===== config.mk =====
export PLATFORM = sky130hd
export DESIGN_NAME = uart_rx
export DESIGN_NICKNAME = d
export VERILOG_FILES = /design/src/rtl/uart_rx.sv
export SDC_FILE = /design/constraint.sdc
export NUM_CORES = 1
export LEC_CHECK = 0
export CAP_MARGIN = 10
export CORE_MARGIN = 5
export CORE_UTILIZATION = 61
export CTS_CLUSTER_DIAMETER = 60
export CTS_CLUSTER_SIZE = 16
export DETAILED_ROUTE_END_ITERATION = 10
export PLACE_DENSITY = 0.95
export SLEW_MARGIN = 10
export SYNTH_ARGS = -nofsm -noshare
export SYNTH_HDL_FRONTEND = slang
export SYNTH_SLANG_ARGS = --single-unit

===== constraint.sdc =====
create_clock -name CLK -period 3.81 [get_ports CLK]
set_input_delay 1.143 -clock CLK [delete_from_list [all_inputs] [get_ports CLK]]
set_output_delay 1.143 -clock CLK [all_outputs]
set_load 0.005 [all_outputs]

===== src/rtl/uart_rx.sv =====
// uart_rx: oversampling UART receiver. Start bit, DATA_WIDTH data bits LSB-first,
// optional even/odd parity and one stop bit, each resolved by a mid-bit majority vote.
module uart_rx #(
  parameter int DATA_WIDTH = 8
) (
  input  logic                  CLK,
  input  logic                  RST,
  input  logic                  RX_IN,
  input  logic [5:0]            PRESCALE,
  input  logic                  PAR_EN,
  input  logic                  PAR_TYP,
  output logic [DATA_WIDTH-1:0] P_data,
  output logic                  data_valid,
  output logic                  par_err,
  output logic                  stp_err
);

  localparam int BCW = (DATA_WIDTH > 1) ? $clog2(DATA_WIDTH) : 1;

  typedef enum logic [2:0] {
    S_IDLE   = 3'd0,
    S_START  = 3'd1,
    S_DATA   = 3'd2,
    S_PARITY = 3'd3,
    S_STOP   = 3'd4
  } state_t;

  state_t                r_state;
  logic [5:0]            r_edge_cnt;
  logic [5:0]            r_prescale;
  logic                  r_par_en;
  logic                  r_par_typ;
  logic [BCW-1:0]        r_bit_cnt;
  logic [2:0]            r_samp;
  logic [DATA_WIDTH-1:0] r_shift;
  logic [DATA_WIDTH-1:0] r_p_data;
  logic                  r_data_valid;
  logic                  r_par_err;
  logic                  r_stp_err;

  logic [5:0]            w_mid;
  logic [5:0]            w_last;
  logic                  w_bit_end;
  logic                  w_bit;

  function automatic logic f_majority(input logic [2:0] s);
    return (s[0] & s[1]) | (s[0] & s[2]) | (s[1] & s[2]);
  endfunction

  function automatic logic f_parity(input logic [DATA_WIDTH-1:0] d, input logic odd);
    return (^d) ^ odd;
  endfunction

  assign w_mid     = {1'b0, r_prescale[5:1]};
  assign w_last    = r_prescale - 6'd1;
  assign w_bit_end = (r_edge_cnt == w_last);
  assign w_bit     = f_majority(r_samp);

  assign P_data     = r_p_data;
  assign data_valid = r_data_valid;
  assign par_err    = r_par_err;
  assign stp_err    = r_stp_err;

  // Edge counter and the three mid-bit samples; held at zero while idle.
  always_ff @(posedge CLK) begin
    if (RST) begin
      r_edge_cnt <= 6'd0;
      r_samp     <= 3'b111;
    end else if (r_state == S_IDLE) begin
      r_edge_cnt <= 6'd0;
    end else begin
      r_edge_cnt <= w_bit_end ? 6'd0 : r_edge_cnt + 6'd1;
      if (r_edge_cnt == w_mid - 6'd1) begin
        r_samp[0] <= RX_IN;
      end else if (r_edge_cnt == w_mid) begin
        r_samp[1] <= RX_IN;
      end else if (r_edge_cnt == w_mid + 6'd1) begin
        r_samp[2] <= RX_IN;
      end
    end
  end

  // Frame FSM: deserializer, parity/stop checks and the registered outputs.
  always_ff @(posedge CLK) begin
    if (RST) begin
      r_state      <= S_IDLE;
      r_prescale   <= 6'd0;
      r_par_en     <= 1'b0;
      r_par_typ    <= 1'b0;
      r_bit_cnt    <= {BCW{1'b0}};
      r_shift      <= {DATA_WIDTH{1'b0}};
      r_p_data     <= {DATA_WIDTH{1'b0}};
      r_data_valid <= 1'b0;
      r_par_err    <= 1'b0;
      r_stp_err    <= 1'b0;
    end else begin
      r_data_valid <= 1'b0;
      case (r_state)
        S_IDLE: begin
          if (RX_IN == 1'b0) begin
            r_state    <= S_START;
            r_prescale <= PRESCALE;
            r_par_en   <= PAR_EN;
            r_par_typ  <= PAR_TYP;
            r_par_err  <= 1'b0;
            r_stp_err  <= 1'b0;
          end
        end
        S_START: begin
          if (w_bit_end) begin
            r_bit_cnt <= {BCW{1'b0}};
            r_state   <= w_bit ? S_IDLE : S_DATA;
          end
        end
        S_DATA: begin
          if (w_bit_end) begin
            r_shift <= {w_bit, r_shift[DATA_WIDTH-1:1]};
            if (r_bit_cnt == BCW'(DATA_WIDTH - 1)) begin
              r_state <= r_par_en ? S_PARITY : S_STOP;
            end else begin
              r_bit_cnt <= r_bit_cnt + BCW'(1'b1);
            end
          end
        end
        S_PARITY: begin
          if (w_bit_end) begin
            if (w_bit != f_parity(r_shift, r_par_typ)) begin
              r_par_err <= 1'b1;
            end
            r_state <= S_STOP;
          end
        end
        S_STOP: begin
          if (w_bit_end) begin
            r_state <= S_IDLE;
            if (w_bit == 1'b0) begin
              r_stp_err <= 1'b1;
            end else if (r_par_err == 1'b0) begin
              r_p_data     <= r_shift;
              r_data_valid <= 1'b1;
            end
          end
        end
        default: r_state <= S_IDLE;
      endcase
    end
  end

endmodule


Yosys cells after proc, flatten, opt, wreduce, memory -nomap -nowiden
Cells that the tools add are included.
{ "word_totals": {"out_inout_bits": 11, "regBits": 42, "mem_bits_ro": 0, "ram_bits": 0, "latch_bits": 0, "in_bits": 11, "memories": 0} }
{ "op_classes": {"eq_ne": 19, "bitwise_logic": 14, "mul": 0, "shifts": 0, "n_mux": 20, "reduce_logical": 17, "magnitude_cmp": 0, "addsub": 5, "div_mod_pow": 0} }
{ "op_table": {"columns": ["op", "n"], "rows": [
  ["$mux 3", 9],
  ["$reduce_and 4->1", 5],
  ["$eq 6x6->1", 3],
  ["$ne 2x2->1 const B", 9],
  ["$pmux 3 s5", 1],
  ["$not 1->1", 8],
  ["$reduce_xor 8->1", 1],
  ["$add 5x1->6 const B", 1],
  ["$add 6x1->6 const B", 1],
  ["$eq 3x2->1 const B", 2],
  ["$eq 3x3->1 const B", 2],
  ["$eq 6x5->1", 1],
  ["$mux 1", 6],
  ["$pmux 3 s2", 1],
  ["$reduce_and 2->1", 3],
  ["$reduce_and 6->1", 1],
  ["$reduce_bool 2->1", 3],
  ["$sub 5x1->6 const B", 1],
  ["$sub 6x1->6 const B", 1],
  ["$pmux 1 s2", 2],
  ["$reduce_or 4->1", 1],
  ["$add 3x1->3 const B", 1],
  ["$and 1x1->1", 3],
  ["$eq 3x1->1 const B", 1],
  ["7 further kinds", 8]
]} }

Logic depth before layout (Yosys ltp)
Gate-level depths: netlist of the first run.
{ "depth": {"word_depth": 7, "ltp_mapped": 10} }

Worst setup path after synthesis of the first run
Ideal clock, no wire load.
{ "synth_path": {"path_kind": "reg-to-reg", "from": "reg r_prescale[1]", "to": "reg r_shift[0]", "period_less_slack_ps": 2168, "arrival_time_ps": 2040, "slack_ps": 1642, "path_stages_with_launch": 10, "cell_sequence": "dfxtp_1 -> inv_1 -> ha_1 -> o21ba_2 -> a221oi_2 -> a41oi_1 -> or3_1 -> buf_2 -> mux2i_1 -> nor2_1"} }
{ "synth_between": {"elab_chain_cells": 3} }
{ "synth_rtl": {"columns": ["item", "line_no", "rtl"], "rows": [
  ["start, declared", "30", "logic [5:0] r_prescale;"],
  ["start signal, assigned", "87", "r_prescale <= 6'd0;"],
  ["start signal, assigned", "102", "r_prescale <= PRESCALE;"],
  ["$sub 6x1->6", "55", "assign w_last = r_prescale - 6'd1;"],
  ["$eq 6x6->1", "56", "assign w_bit_end = (r_edge_cnt == w_last);"],
  ["$reduce_and 2->1 (no source line)", null, null],
  ["end signal, assigned", "91", "r_shift <= {DATA_WIDTH{1'b0}};"],
  ["end signal, assigned", "117", "r_shift <= {w_bit, r_shift[DATA_WIDTH-1:1]};"],
  ["end, declared", "35", "logic [DATA_WIDTH-1:0] r_shift;"]
]} }
No other way between the ends.
A chain may end at the register's enable or synchronous reset.

Final worst setup path of the first run
{ "layout_path": {"from": "reg r_prescale[2]", "to": "reg r_shift[6]"} }
Same word-level chain as after synthesis.

==> results of run 1 <==
==> power breakdown <==
group | switching (uW) | leakage (uW) | total [uW] | internal [uW]
registers | 18.3 | 0.000340 | 466 | 448
logic | 65.6 | 0.000646 | 117 | 50.9
clock network | 155 | 0.0000489 | 305 | 150
==> placed cells by master (no fill, tap or decap), types with 2 or more instances in the layout <==
cell type	count
sky130_fd_sc_hd__or3_1	2
sky130_fd_sc_hd__mux2i_1	21
sky130_fd_sc_hd__nor3_1	6
sky130_fd_sc_hd__nor3b_1	2
sky130_fd_sc_hd__o211ai_1	2
sky130_fd_sc_hd__clkdlybuf4s50_1	21
sky130_fd_sc_hd__nor2b_1	3
sky130_fd_sc_hd__nand2b_1	3
sky130_fd_sc_hd__clkbuf_8	6
sky130_fd_sc_hd__nand3_1	6
sky130_fd_sc_hd__xor2_1	16
sky130_fd_sc_hd__xnor2_1	16
sky130_fd_sc_hd__a31oi_1	2
sky130_fd_sc_hd__nor4_1	3
sky130_fd_sc_hd__o21ai_0	4
sky130_fd_sc_hd__nand2_1	30
sky130_fd_sc_hd__inv_1	7
sky130_fd_sc_hd__nor2_1	35
sky130_fd_sc_hd__nor4_2	2
sky130_fd_sc_hd__a211oi_1	2
sky130_fd_sc_hd__nand3b_1	2
sky130_fd_sc_hd__buf_4	2
sky130_fd_sc_hd__a21oi_1	13
sky130_fd_sc_hd__ha_1	7
sky130_fd_sc_hd__nand4_1	3
sky130_fd_sc_hd__dfxtp_1	42
==> area by class of cell <==
| class | count | area [um2] | share of cell area |
|---|---|---|---|
| Clock buffer | 7 | 86.3 | 0.0337 |
| Clock inverter | 1 | 8.76 | 0.00341 |
| Inverter | 7 | 26.3 | 0.0102 |
| Multi-Input combinational cell | 198 | 1320 | 0.514 |
| Sequential cell | 42 | 841 | 0.328 |
| Tap cell | 48 | 60.1 | 0.0234 |
| Timing Repair Buffer | 23 | 225 | 0.0878 |
==> critical path, cell delays in order (launching register included) <==
cell and delay, ps:
sky130_fd_sc_hd__dfxtp_1 570, sky130_fd_sc_hd__inv_1 130, sky130_fd_sc_hd__ha_1 200, sky130_fd_sc_hd__a21boi_0 300
sky130_fd_sc_hd__nand2_1 120, sky130_fd_sc_hd__xnor2_1 390, sky130_fd_sc_hd__or3_1 500, sky130_fd_sc_hd__mux2i_1 260
sky130_fd_sc_hd__nor2_1 60
==> kinds of logic after synthesis <==
family | count (synthesis) | synth area share
simple gates | 106 | 0.229
flops | 42 | 0.372
xor+xnor | 32 | 0.124
compound gates | 30 | 0.0858
buf+inv | 23 | 0.0481
mux | 22 | 0.0980
fa+ha+maj | 8 | 0.0432
==> metrics by stage <==
stage               setup WS [ps]  instance area [um2]  total power (uW)  utilization
detailed placement           1060                 2470               586        0.680
finish                       1160                 2560               887        0.706
CTS                          1200                 2560               890        0.706
floorplan                    1640                 2260               557            -
global placement             1110                 2470               581        0.680
global route                  893                 2560               923        0.706
==> metal layers <==
metal	vias to the layer above	track usage	wire, um
met5	-	0	0
met4	0	0.0772	152
met3	22	0.0540	341
met2	82	0.345	2430
met1	903	0.262	2070
li1	913	-	-
==> registers in the layout, summed over array words and instances, names as in the netlist, 3 cells and up <==
signal / flops
P_data: 8
r_shift: 8
r_edge_cnt: 6
r_prescale: 6
r_bit_cnt: 3
r_samp: 3
r_state: 3
==> worst max path at each step <==
stage          depth (start not counted)             to           from
5_1_grt                                8     r_shift[2]  r_prescale[2]
3_5_place_dp                           4       r_par_en          RX_IN
6_report                               8     r_shift[6]  r_prescale[2]
4_1_cts                                8     r_shift[6]  r_prescale[2]
3_3_place_gp                           4  r_prescale[0]          RX_IN
2_1_floorplan                          9     r_shift[0]  r_prescale[1]
==> qor_table.md, run 1 <==
| Item | This run | Unit |
|:---|:---|:---|
| Number of fillers in the final layout | 264 | - |
| Overall fraction of global-route tracks in use | 0.209 | - |
| Clock tree root driver cell | sky130_fd_sc_hd__clkbuf_8 | - |
| Cells resized by post-CTS repair | 0 | - |
| Sequential area share after synthesis | 0.372 | - |
| Post-Syn Area | 2260 | um2 |
| Post-synthesis cell type with the largest combined area | sky130_fd_sc_hd__dfxtp_1 | - |
| Effective utilization at floorplan | 0.622 | - |
| Unrepaired setup endpoints after global routing | false | - |
| Synthesis Warnings | 0 | - |
| Global-route congestion overflow total | 0 | - |
| Worst clock skew on the final layout | 3.58 | ps |
| Crit-path max FO | 10 | - |
| Setup TNS | 0 | ps |
| Predominant post-synthesis flop cell | sky130_fd_sc_hd__dfxtp_1 | - |
| Final Cycle Share | 0.695 | - |
| WL final | 4990 | um |
| Site row count | 22 | - |
| Average detailed-routed wire length per instance | 15.3 | um |
| Hold Path Class | flop to flop | - |
| Clock buffer count from CTS | 5 | - |
| Post-CTS Hold Fix Bufs | 0 | - |
| Data required time of the critical path | 3990 | ps |
| Number of cell instances on the worst register-to-register path | 8 | - |
| GPL Wtd Cong | 0.918 | - |
| Startpoint of the worst-slack reg-to-reg timing path | r_prescale[2] | - |
| Max Freq | 0.378 | GHz |
| Flip-flop and latch count after synthesis | 42 | - |
| Number of instances on the worst hold path | 2 | - |
| Hold endpoint | r_par_typ | - |
| Horizontal die dimension | 70.9 | um |
| Via count of the first global-routing pass | 1812 | - |
| P_leak | 0.00104 | uW |
| Top-level port count | 22 | - |
| Critical Path Sink Type | flop | - |
| Wire length of the first global-routing pass | 8450 | um |
| Antenna violations before repair | 0 | - |
| EDFF count, synth | 0 | - |
| Most frequent cells after synthesis | sky130_fd_sc_hd__dfxtp_1 (42), sky130_fd_sc_hd__nor2_1 (35), sky130_fd_sc_hd__nand2_1 (30), sky130_fd_sc_hd__mux2i_1 (21) | - |
| Fraction of synthesis flops using an asynchronous set or reset pin | 0 | - |
| Cell variety after synth | 46 | - |
| Core footprint | 3630 | um2 |
| Setup Crit Path Kind | flop to flop | - |
| Die area | 5020 | um2 |
| Post-route minimum period | 2650 | ps |
| Clock latency on the worst-skew pair | 290 | ps |
| Drt drc | 0 | - |
| Hold path startpoint | r_par_typ | - |
| Cells after synthesis | 263 | - |
| Antenna cell count | 0 | - |
| Total clock sinks | 42 | - |
| Number of post-CTS setup repair buffers | 0 | - |
| Max-cap violations | 0 | - |
| Status | completed | - |
| Clock tree from TritonCTS | done | - |
| Share of layout cells above drive strength 1 | 0.0576 | - |
| Slew at the pin with the worst max-slew slack | 906 | ps |
| Clock tree buffer depth | 2 | - |
| Net count after synthesis | 281 | - |
| Die H | 70.9 | um |
| Cell with the most instances after synthesis | sky130_fd_sc_hd__dfxtp_1 | - |
| Worst-case register-to-register setup slack | 1160 | ps |
| 1st-iter DRT viols | 233 | - |
| Pwr/cell area | 346 | nW/um2 |
| Antenna viol nets, final | 0 | - |
| Largest net degree at the start of global routing | 30 | - |
| Destination of the worst register-to-register timing path | r_shift[6] | - |
| Number of buffer cells added on primary ports | 21 | - |
| DP Cell Count | 318 | - |
| Non-filler cells, final | 326 | - |
| Mean area per synthesized cell | 8.60 | um2 |
| First-pass iteration count of the detailed router | 5 | - |
| Layout net count | 295 | - |
| Max-Slew Margin vs Limit | 0.391 | - |
| Area share of the largest cell type after synthesis | 0.372 | - |
| Startpoint class of the critical path | flop | - |
| Top cells by area, synth | sky130_fd_sc_hd__dfxtp_1 (37%), sky130_fd_sc_hd__mux2i_1 (9.3%), sky130_fd_sc_hd__xnor2_1 (6.2%) | - |
| H-tree depth | 2 | - |
| HPWL after DPL | 3430 | um |
| Synth-to-layout area growth | 13.4 | % |
| Clock transition at the registers of the reported paths | 80 | ps |
| Routed via count | 1920 | - |
| Hold Violations, Final | 0 | - |
| Total count of max-transition violations in the final report | 0 | - |
| Worst Path Arrival | 2830 | ps |
| Routed vias/inst | 5.89 | - |
| Worst supply voltage drop on vdd | 0.288 | mV |
| Total of endpoints with negative setup slack in the final report | 0 | - |
| Tightest hold margin | 471 | ps |
Note: power is estimated with default switching activity, not from simulation.
==> inputs of run 2 (changes only) <==
--- a/config.mk
+++ b/config.mk
@@ -7,11 +7,11 @@
 export LEC_CHECK = 0
 export CAP_MARGIN = 10
 export CORE_MARGIN = 5
-export CORE_UTILIZATION = 61
+export CORE_UTILIZATION = 51
 export CTS_CLUSTER_DIAMETER = 60
 export CTS_CLUSTER_SIZE = 16
 export DETAILED_ROUTE_END_ITERATION = 10
-export PLACE_DENSITY = 0.95
+export PLACE_DENSITY = 0.87
 export SLEW_MARGIN = 10
 export SYNTH_ARGS = -nofsm -noshare
 export SYNTH_HDL_FRONTEND = slang
==> constraint.sdc (replaced) <==
create_clock -name CLK -period 2.4 [get_ports CLK]
set_input_delay 0.72 -clock CLK [delete_from_list [all_inputs] [get_ports CLK]]
set_output_delay 0.72 -clock CLK [all_outputs]
set_load 0.005 [all_outputs]
==> run 2 against run 1 <==
Against the previous run: worst hold slack gained 10 ps; sequential share of layout area shrank 0.91 points; sequential power grew 57%; worst setup slack lost 1000 ps; register-to-register slack lost 1000 ps; critical endpoint is now r_state[1].
==> qor_table.md, run 2 (synthesis gave the netlist of run 1 again) <==
| Item | This run | Unit |
|:---|:---|:---|
| Site row count | 24 | - |
| Clock tree from TritonCTS | done | - |
| Overall fraction of global-route tracks in use | 0.171 | - |
| 1st-iter DRT viols | 129 | - |
| Layout Utilization | 0.611 | - |
| CP top delay family | compound AO/OA/AOI/OAI gates | - |
| First-pass iteration count of the detailed router | 6 | - |
| H-tree depth | 2 | - |
| Routed via count | 1863 | - |
| Hold Violations, Final | 0 | - |
| Clock buffer count from CTS | 5 | - |
| Post-route cell area | 2640 | um2 |
| Synth-to-layout area growth | 16.9 | % |
| Startpoint class of the critical path | flop | - |
| Top-level port count | 22 | - |
| Share of layout cells above drive strength 1 | 0.0976 | - |
| Total Power | 1390 | uW |
| Total count of max-transition violations in the final report | 0 | - |
| Drt drc | 0 | - |
| Status | completed | - |
| Max-cap violations | 0 | - |
| Effective utilization at floorplan | 0.523 | - |
| GPL Wtd Cong | 0.942 | - |
| Clock tree root driver cell | sky130_fd_sc_hd__clkbuf_8 | - |
| Slowest cell delay on critical path | 450 | ps |
| Layout net count | 304 | - |
| Data required time of the critical path | 2630 | ps |
| Antenna viol nets, final | 0 | - |
| Antenna violations before repair | 0 | - |
| Average detailed-routed wire length per instance | 14.3 | um |
| Total clock sinks | 42 | - |
| Crit-path max FO | 7 | - |
| Area of placed instances | 2530 | um2 |
| Clock tree buffer depth | 2 | - |
| Buffers plus inverters on the worst setup path | 2 | - |
| Largest net degree at the start of global routing | 23 | - |
| Horizontal die dimension | 76.6 | um |
| Number of cell instances on the worst register-to-register path | 9 | - |
| Wire length of the first global-routing pass | 8260 | um |
| Commonest non-fill, non-tap cells in the layout | sky130_fd_sc_hd__dfxtp_1 (41), sky130_fd_sc_hd__nor2_1 (35), sky130_fd_sc_hd__nand2_1 (30), sky130_fd_sc_hd__mux2i_1 (21), sky130_fd_sc_hd__clkdlybuf4s50_1 (21) | - |
| Final Cycle Share | 0.948 | - |
| Setup Crit Path Kind | flop to flop | - |
| Via count of the first global-routing pass | 1798 | - |
| Number of buffer cells added on primary ports | 21 | - |
| Critical path, cell by cell | inv_1 > ha_1 > xnor2_1 > a221oi_2 > a41oi_1 > nor3_4 > buf_4 > or4_1 > o211ai_1 | - |
| Number of instances on the worst hold path | 2 | - |
| Post-route minimum period | 2270 | ps |
| Clock latency on the worst-skew pair | 300 | ps |
| Slew at the pin with the worst max-slew slack | 535 | ps |
| WL final | 4850 | um |
| Number of fillers in the final layout | 355 | - |
| Hold Path Class | flop to flop | - |
| Routed vias/inst | 5.50 | - |
| Global-route congestion overflow total | 0 | - |
| Antenna cell count | 0 | - |
| Slowest cell on the critical path | sky130_fd_sc_hd__a41oi_1 | - |
| Die H | 76.6 | um |
| Pwr/cell area | 527 | nW/um2 |
| Setup TNS | 0 | ps |
| Leading cell type in the layout, fill and taps excluded | sky130_fd_sc_hd__dfxtp_1 | - |
| Die area | 5860 | um2 |
| Critical Path Sink Type | flop | - |
| Worst supply voltage drop on vdd | 0.555 | mV |
| Max-Slew Margin vs Limit | 0.639 | - |
| Worst clock skew on the final layout | 4.33 | ps |
| Core footprint | 4320 | um2 |
| Total of endpoints with negative setup slack in the final report | 0 | - |
| Critical path depth in cells | 9 | - |
| HPWL after DPL | 3380 | um |
| Worst Path Arrival | 2500 | ps |
| Clock transition at the registers of the reported paths | 80 | ps |
| P_leak | 0.00109 | uW |
| Max Freq | 0.440 | GHz |
==> run 2: cell count changes in the layout (fill, tap and decap cells not counted), sizes merged <==
| cell | change |
|---|---|
| buf | +9 |
| clkinv | +2 |
| clkbuf | -1 |
| inv | -1 |
==> run 2: cell type report <==
cell class / count / area [um2] / share of cell area
multi-input combinational: 198 / 1330 / 0.503
sequential: 42 / 842 / 0.319
clock buffer: 6 / 72.6 / 0.0275
timing repair buffer: 32 / 293 / 0.111
inverter: 7 / 26.3 / 0.00994
tap: 52 / 65.1 / 0.0246
clock inverter: 2 / 13.8 / 0.00521
==> run 2: stage by stage <==
| stage | std cells | hold slack [ps] | setup slack, ps |
|---|---|---|---|
| after floorplan | 263 | 448 | 232 |
| after global placement | 329 | 460 | 171 |
| after detailed placement | 329 | 472 | 72.0 |
| after CTS | 337 | 482 | 55.8 |
| after global routing | 339 | 517 | -7.25 |
| final | 339 | 481 | 126 |
==> run 2: final timing paths <==
kind | from | endpoint | slack [ps]
setup / recovery | r_prescale[0] | r_state[1] | 130
hold / removal | r_par_typ | r_par_typ | 480
setup reg to reg | r_prescale[0] | r_state[1] | 130
hold reg to reg | r_par_typ | r_par_typ | 480
==> run 2: power breakdown <==
group | total [uW] | switching [uW] | internal (uW)
Combinational | 208 | 115 | 92.5
Clock | 454 | 248 | 205
Sequential | 731 | 19.7 | 711
Total | 1390 | 383 | 1010
==> run 2: timing repair <==
action | 4_1_cts | 5_1_grt
endpoints found under the setup margin | 0 | 25
hold buffers | 0 | 0
buffers inserted | 0 | 2
gates resized for setup | 0 | 4
==> run 2: metal layers <==
| metal | track usage | up-vias | share of wire | wire [um] |
|---|---|---|---|---|
| li1 | - | 940 | - | - |
| met1 | 0.209 | 854 | 0.45 | 2190 |
| met2 | 0.289 | 60 | 0.48 | 2330 |
| met3 | 0.0402 | 9 | 0.048 | 234 |
| met4 | 0.0664 | 0 | 0.019 | 93 |
| met5 | 0 | - | 0 | 0 |
==> run 2: worst register-to-register path, stage by stage (launching register included) <==
cell,delay (ps)
sky130_fd_sc_hd__dfxtp_2,370
sky130_fd_sc_hd__inv_1,60
sky130_fd_sc_hd__ha_1,240
sky130_fd_sc_hd__xnor2_1,220
sky130_fd_sc_hd__a221oi_2,80
sky130_fd_sc_hd__a41oi_1,450
sky130_fd_sc_hd__nor3_4,130
sky130_fd_sc_hd__buf_4,170
sky130_fd_sc_hd__or4_1,400
sky130_fd_sc_hd__o211ai_1,90
